## src/rtl/wb_traffic_gen.sv

```systemverilog
// Wishbone B3 burst traffic generator.
// Each transaction writes one incrementing burst of LFSR data to a random,
// burst-aligned window address. It then reads the same burst back and
// counts data mismatches and bus errors.
module wb_traffic_gen #(
   parameter int              DW           = 32,
   parameter int              AW           = 32,
   parameter longint unsigned MEM_LOW      = 0,
   parameter int unsigned     MEM_SIZE     = 16384,
   parameter int              BURST_LEN    = 8,
   parameter int unsigned     TRANSACTIONS = 1000,
   parameter logic [31:0]     SEED         = 32'h1
) (
   input  logic            wb_clk,
   input  logic            wb_rst,
   input  logic            start,
   output logic [AW-1:0]   wb_adr_o,
   output logic [DW-1:0]   wb_dat_o,
   output logic [DW/8-1:0] wb_sel_o,
   output logic            wb_we_o,
   output logic            wb_cyc_o,
   output logic            wb_stb_o,
   output logic [2:0]      wb_cti_o,
   output logic [1:0]      wb_bte_o,
   input  logic [DW-1:0]   wb_dat_i,
   input  logic            wb_ack_i,
   input  logic            wb_err_i,
   output logic            busy,
   output logic            done,
   output logic [15:0]     err_count,
   output logic [31:0]     trans_count
);

   localparam int          BYTES       = DW / 8;
   localparam int          BURST_BYTES = BURST_LEN * BYTES;
   localparam int          BEAT_W      = (BURST_LEN > 1) ? $clog2(BURST_LEN) : 1;
   localparam int          SHIFT       = $clog2(BYTES);
   localparam logic [31:0] POLY        = 32'h8020_0003;
   localparam logic [31:0] OFF_MASK    = 32'(MEM_SIZE - 1) & ~32'(BURST_BYTES - 1);

   typedef enum logic [2:0] {IDLE, ADDR, WRITE, GAP, READ, NEXT, DONE} state_t;

   state_t            state;
   state_t            next_state;
   logic [31:0]       addr_lfsr;
   logic [31:0]       addr_lfsr_next;
   logic [31:0]       data_lfsr;
   logic [31:0]       burst_seed;
   logic [AW-1:0]     base;
   logic [BEAT_W-1:0] beat;
   logic [63:0]       rep;
   logic [DW-1:0]     exp_word;
   logic              in_burst;
   logic              bus_ack;
   logic              bus_err;
   logic              last_beat;
   logic              mismatch;
   logic              start_ok;
   logic              last_trans;

   // Galois LFSR with taps 32,22,2,1, shifting toward bit 0
   function automatic logic [31:0] lfsr_step(input logic [31:0] v);
      return (v >> 1) ^ (v[0] ? POLY : 32'h0);
   endfunction

   assign addr_lfsr_next = lfsr_step(addr_lfsr);
   assign rep            = {data_lfsr, data_lfsr};
   assign exp_word       = rep[DW-1:0];
   assign in_burst       = (state == WRITE) || (state == READ);
   assign bus_err        = in_burst && wb_err_i;
   assign bus_ack        = in_burst && wb_ack_i && !wb_err_i;
   assign last_beat      = (beat == BEAT_W'(BURST_LEN - 1));
   assign mismatch       = bus_ack && (state == READ) && (wb_dat_i != exp_word);
   assign start_ok       = start && ((state == IDLE) || (state == DONE));
   assign last_trans     = ((trans_count + 32'd1) == 32'(TRANSACTIONS));

   // State register
   always_ff @(posedge wb_clk or posedge wb_rst) begin
      if (wb_rst) state <= IDLE;
      else        state <= next_state;
   end

   // Next-state logic; an error response always wins over an ack
   always_comb begin
      next_state = state;
      unique case (state)
         IDLE, DONE: if (start) next_state = ADDR;
         ADDR:       next_state = WRITE;
         WRITE: begin
            if (wb_err_i)                    next_state = NEXT;
            else if (wb_ack_i && last_beat)  next_state = GAP;
         end
         GAP:        next_state = READ;
         READ: begin
            if (wb_err_i)                    next_state = NEXT;
            else if (wb_ack_i && last_beat)  next_state = NEXT;
         end
         NEXT:       next_state = last_trans ? DONE : ADDR;
         default:    next_state = IDLE;
      endcase
   end

   // Bus outputs are decoded from state so they hold steady through wait states
   always_comb begin
      wb_adr_o = '0;
      wb_dat_o = '0;
      wb_sel_o = '0;
      wb_we_o  = 1'b0;
      wb_cyc_o = 1'b0;
      wb_stb_o = 1'b0;
      wb_cti_o = 3'b000;
      wb_bte_o = 2'b00;
      busy     = (state != IDLE) && (state != DONE);
      done     = (state == DONE);
      if (in_burst) begin
         wb_cyc_o = 1'b1;
         wb_stb_o = 1'b1;
         wb_sel_o = '1;
         wb_adr_o = base + (AW'(beat) << SHIFT);
         if (BURST_LEN == 1)  wb_cti_o = 3'b000;
         else if (last_beat)  wb_cti_o = 3'b111;
         else                 wb_cti_o = 3'b010;
         if (state == WRITE) begin
            wb_we_o  = 1'b1;
            wb_dat_o = exp_word;
         end
      end
   end

   // Address/data generators and beat counter
   always_ff @(posedge wb_clk or posedge wb_rst) begin
      if (wb_rst) begin
         addr_lfsr  <= SEED;
         data_lfsr  <= SEED;
         burst_seed <= SEED;
         base       <= '0;
         beat       <= '0;
      end else begin
         unique case (state)
            ADDR: begin
               addr_lfsr  <= addr_lfsr_next;
               base       <= AW'(MEM_LOW) + AW'(addr_lfsr_next & OFF_MASK);
               burst_seed <= data_lfsr;
               beat       <= '0;
            end
            WRITE, READ: begin
               if (bus_err) begin
                  beat <= '0;
               end else if (bus_ack) begin
                  beat      <= last_beat ? '0 : beat + BEAT_W'(1);
                  data_lfsr <= lfsr_step(data_lfsr);
               end
            end
            GAP: begin
               data_lfsr <= burst_seed;
               beat      <= '0;
            end
            default: beat <= '0;
         endcase
      end
   end

   // Run statistics: cleared by an accepted start, errors saturate
   always_ff @(posedge wb_clk or posedge wb_rst) begin
      if (wb_rst) begin
         err_count   <= '0;
         trans_count <= '0;
      end else if (start_ok) begin
         err_count   <= '0;
         trans_count <= '0;
      end else begin
         if ((bus_err || mismatch) && (err_count != 16'hFFFF))
            err_count <= err_count + 16'd1;
         if (state == NEXT)
            trans_count <= trans_count + 32'd1;
      end
   end

endmodule

```

## config.mk

```make
export PLATFORM = sky130hd
export DESIGN_NAME = wb_traffic_gen
export DESIGN_NICKNAME = d
export VERILOG_FILES = /design/src/rtl/wb_traffic_gen.sv
export SDC_FILE = /design/constraint.sdc
export NUM_CORES = 1
export LEC_CHECK = 0
export BUFFER_PORTS_ARGS = -buffer_cell sky130_fd_sc_hd__buf_4
export CORE_MARGIN = 2
export CORE_UTILIZATION = 45
export DETAILED_ROUTE_END_ITERATION = 16
export HOLD_SLACK_MARGIN = 0.05
export PLACE_DENSITY_LB_ADDON = 0.1
export SYNTH_ARGS = -nofsm -noshare
export SYNTH_HDL_FRONTEND = slang
export SYNTH_SLANG_ARGS = --single-unit
```

## constraint.sdc

```tcl
create_clock -name wb_clk -period 16.17 [get_ports wb_clk]
set_clock_uncertainty 0.2 [all_clocks]
set_input_delay 4.851 -clock wb_clk [delete_from_list [all_inputs] [get_ports wb_clk]]
set_output_delay 4.851 -clock wb_clk [all_outputs]
set_load 0.005 [all_outputs]
```

==> results.toml <==
[status]
status = "finished clean"

[clocking]
cts_tree = "done"
root_buffer = "clkbuf_16"
cts_made_buffers = 17
cts_sinks = 150
cts_buffer_depth = 2
path_clk_slew_ns = 0.07
cts-resized-gates = 0
hold_buffers = 0
postCtsSetupBuffers = 0
clk_latency_ns = 0.43
htree_levels = 4

[drt]
dr_total_vias = 6456
route.detailed.drc = 0
detail-route-antenna-nets = 0
wl_per_cell_um = 16.4
dr.pass1.iters = 5
drt-initial-drc-count = 387
via_per_inst = 5.43
totalWireLength_um = 19500

[timing]
fin_crit_sh_pct = 46.1
tightest_slew_ns = 0.982
final-hold-violation-count = 0
layout_min_cycle_time_ns = 7.45
slew_viol_final = 0
rsz0062_at_grt = "no"
relSlewSlack_pct = 34.4
setup_viol = 0
fin_setup_tns_ns = 0
max_freq_ghz = 0.134

[synthesis]
synth-simple-area-share_pct = 18.7
avgSynthCellArea_sq_um = 9.88
synth_top_family_by_area = "simple AND/OR/NAND/NOR gates"
yosys.area.top_type = "dfrtp_1"
syn_area_sq_um = 8310
yosys.area_share.adder_pct = 0.753
yosysSeqAreaShare_pct = 45.2
synth_compound_area_share_pct = 10.3
synth.area.top_cells = "dfrtp_1 (44%), mux2_2 (8.4%), o21ai_0 (5.4%)"
synth-async-reset-ratio_pct = 100
synthDistinctLibCells = 56
netlist_instances = 841
yosysWarnings = 0
synth-edff-count = 0
ys_seq_elements = 150
synth_mux_area_share_pct = 13.2
yosys.area_share.xor_xnor_pct = 6.12
synth-main-ff-cell = "dfrtp_1"
synth_top_area_share_pct = 44.3

[power]
power.total_mw = 1.53
power_density_nw_per_um2 = 153
irDropWorstVdd_mv = 0.0889
p_leak_nw = 4.54

[worst_hold_path]
hold_path.class = "register to register"

[placed_design]
io_buffers = 140
dp_cells = 1158
dp_hpwl_um = 13100
gp_congestion = 0.787

[critical_path]
cp_slowest_cell = "xor2_1"
path_cells = "xor2_1 > and2_1 > buf_4"
cp-end-kind = "output port"
critPathRequiredTime_ns = 11.12
path_class = "register to output port"
critPathMaxFanout = 16
crit_arrival_ns = 2.40
critPathLaunchType = "register"
path_delay_family = "XOR/XNOR gates"
path_buf_inv = 1
cp_slowest_stage_delay_ns = 0.77

[die]
die_w_um = 140
dieHeight_um = 140
rows = 49
ios = 163
initial_core_util_pct = 46.1
die-area_sq_um = 19600
core_area_sq_um = 18000

[cells_and_area]
final_util_pct = 55.4
num-nets-final = 990
area_growth_syn_to_layout_pct = 20.2
drive_gt1_share_pct = 27.2
finalNonFillerCells = 1190
diodes = 0

[flow_run]
maxCapViolCount = 0

[global_routing]
antenna_found_initial = 0
grt_max_degree = 95
grt_usage_pct = 20.1
overflow = 0
grt_pass1_vias = 6059
grt_pass1_wl_um = 31900
-- stage by stage --
| step | hold slack [ns] | setup slack (ns) | cell area [sq um] |
|---|---|---|---|
| 2_1_floorplan | 0.246 | 7.09 | 8380 |
| 5_1_grt | 0.303 | 8.51 | 9980 |
| 3_5_place_dp | 0.264 | 8.82 | 9370 |
| 6_report | 0.275 | 8.72 | 9980 |
| 4_1_cts | 0.280 | 8.70 | 9980 |
| 3_3_place_gp | 0.255 | 8.86 | 9370 |
-- flip-flops by register name (all words and copies together), names as in the netlist --
| name | count |
|---|---|
| addr_lfsr | 32 |
| beat | 3 |
| burst_seed | 32 |
| data_lfsr | 32 |
| err_count | 16 |
| state | 3 |
| trans_count | 32 |
-- tightest hold or removal path, stage by stage, from the launching register on --
cell and delay [ns]:
dfrtp_1 0.34, nand2_1 0.04, o21ai_0 0.06
-- routing by layer --
| metal | track usage (%) | vias up | part of all wire (%) |
|---|---|---|---|
| met5 | 0 | - | 0 |
| met4 | 6.26 | 0 | 1.4 |
| met2 | 32.3 | 142 | 49 |
| met3 | 4.37 | 20 | 3.9 |
| met1 | 27.4 | 3151 | 46 |
| li1 | - | 3143 | - |
-- power breakdown --
group | leakage (nW) | total (mW) | internal (mW) | switching [mW]
combinational | 2.29 | 0.499 | 0.251 | 0.248
sequential | 1.95 | 0.619 | 0.497 | 0.121
clock | 0.297 | 0.413 | 0.246 | 0.167
total | 4.54 | 1.53 | 0.995 | 0.536
-- placed cells by master (no fill, tap or decap), types with 3 or more instances in the layout --
| cell type | count |
|---|---|
| a21oi_1 | 17 |
| a31o_2 | 3 |
| a31oi_1 | 6 |
| and2_1 | 44 |
| and3_1 | 25 |
| and4_1 | 11 |
| buf_4 | 146 |
| bufinv_16 | 3 |
| clkbuf_16 | 17 |
| clkinv_4 | 3 |
| conb_1 | 22 |
| dfrtp_1 | 147 |
| dfstp_2 | 3 |
| ha_1 | 5 |
| inv_1 | 8 |
| inv_6 | 6 |
| mux2_2 | 62 |
| mux2i_1 | 40 |
| nand2_1 | 76 |
| nand3_1 | 15 |
| nand4_1 | 20 |
| nor2_1 | 47 |
| nor3_1 | 11 |
| nor4_1 | 11 |
| o211ai_1 | 3 |
| o21a_1 | 3 |
| o21ai_0 | 89 |
| o31ai_1 | 9 |
| o41ai_1 | 3 |
| or2_2 | 3 |
| or3_1 | 4 |
| or4_1 | 5 |
| xnor2_1 | 24 |
| xor2_1 | 34 |
-- cell usage after synthesis (4+ instances only) --
| library cell | instances |
|---|---|
| dfrtp_1 | 147 |
| o21ai_0 | 89 |
| nand2_1 | 76 |
| mux2_2 | 62 |
| nor2_1 | 48 |
| and2_1 | 44 |
| mux2i_1 | 40 |
| xor2_1 | 34 |
| clkbuf_1 | 33 |
| buf_4 | 30 |
| and3_1 | 25 |
| xnor2_1 | 24 |
| nand4_1 | 20 |
| a21oi_1 | 17 |
| buf_2 | 15 |
| nand3_1 | 15 |
| nor3_1 | 12 |
| and4_1 | 11 |
| nor4_1 | 11 |
| inv_1 | 9 |
| o31ai_1 | 9 |
| a31oi_1 | 6 |
| ha_1 | 5 |
| or4_1 | 5 |
| or3_1 | 4 |
-- kinds of logic (layout without fill, tap and decap cells) --
| logic type | count (synthesis) | after routing |
|---|---|---|
| and+or+nand+nor | 291 | 291 |
| AOI/OAI and AO/OA | 146 | 146 |
| adders and majority gates | 5 | 5 |
| buffers and inverters | 88 | 187 |
| other | 1 | 22 |
| DFF | 150 | 150 |
| muxes | 102 | 102 |
| xor gates and xnor gates | 58 | 58 |
-- final timing paths --
check,cells after the start,slack (ns),endpoint,start
setup / recovery,3,8.72,wb_sel_o[2],state[2]
max in group asynchronous,3,10.10,err_count[2],wb_rst
hold reg to reg,2,0.27,data_lfsr[12],burst_seed[12]
setup reg to reg,6,12.67,trans_count[16],state[2]
hold / removal,2,0.27,data_lfsr[12],burst_seed[12]
min in group asynchronous,2,4.40,addr_lfsr[8],wb_rst
-- cell type report --
class | count | area [sq um]
Multi-Input combinational cell | 624 | 4190
Clock inverter | 15 | 191
Timing Repair Buffer | 146 | 1100
Inverter | 9 | 38.8
Sequential cell | 150 | 3760
Clock buffer | 17 | 425
Fill cell | 1644 | 8040
Tap cell | 229 | 287
Note: power is estimated with default switching activity, not from simulation.
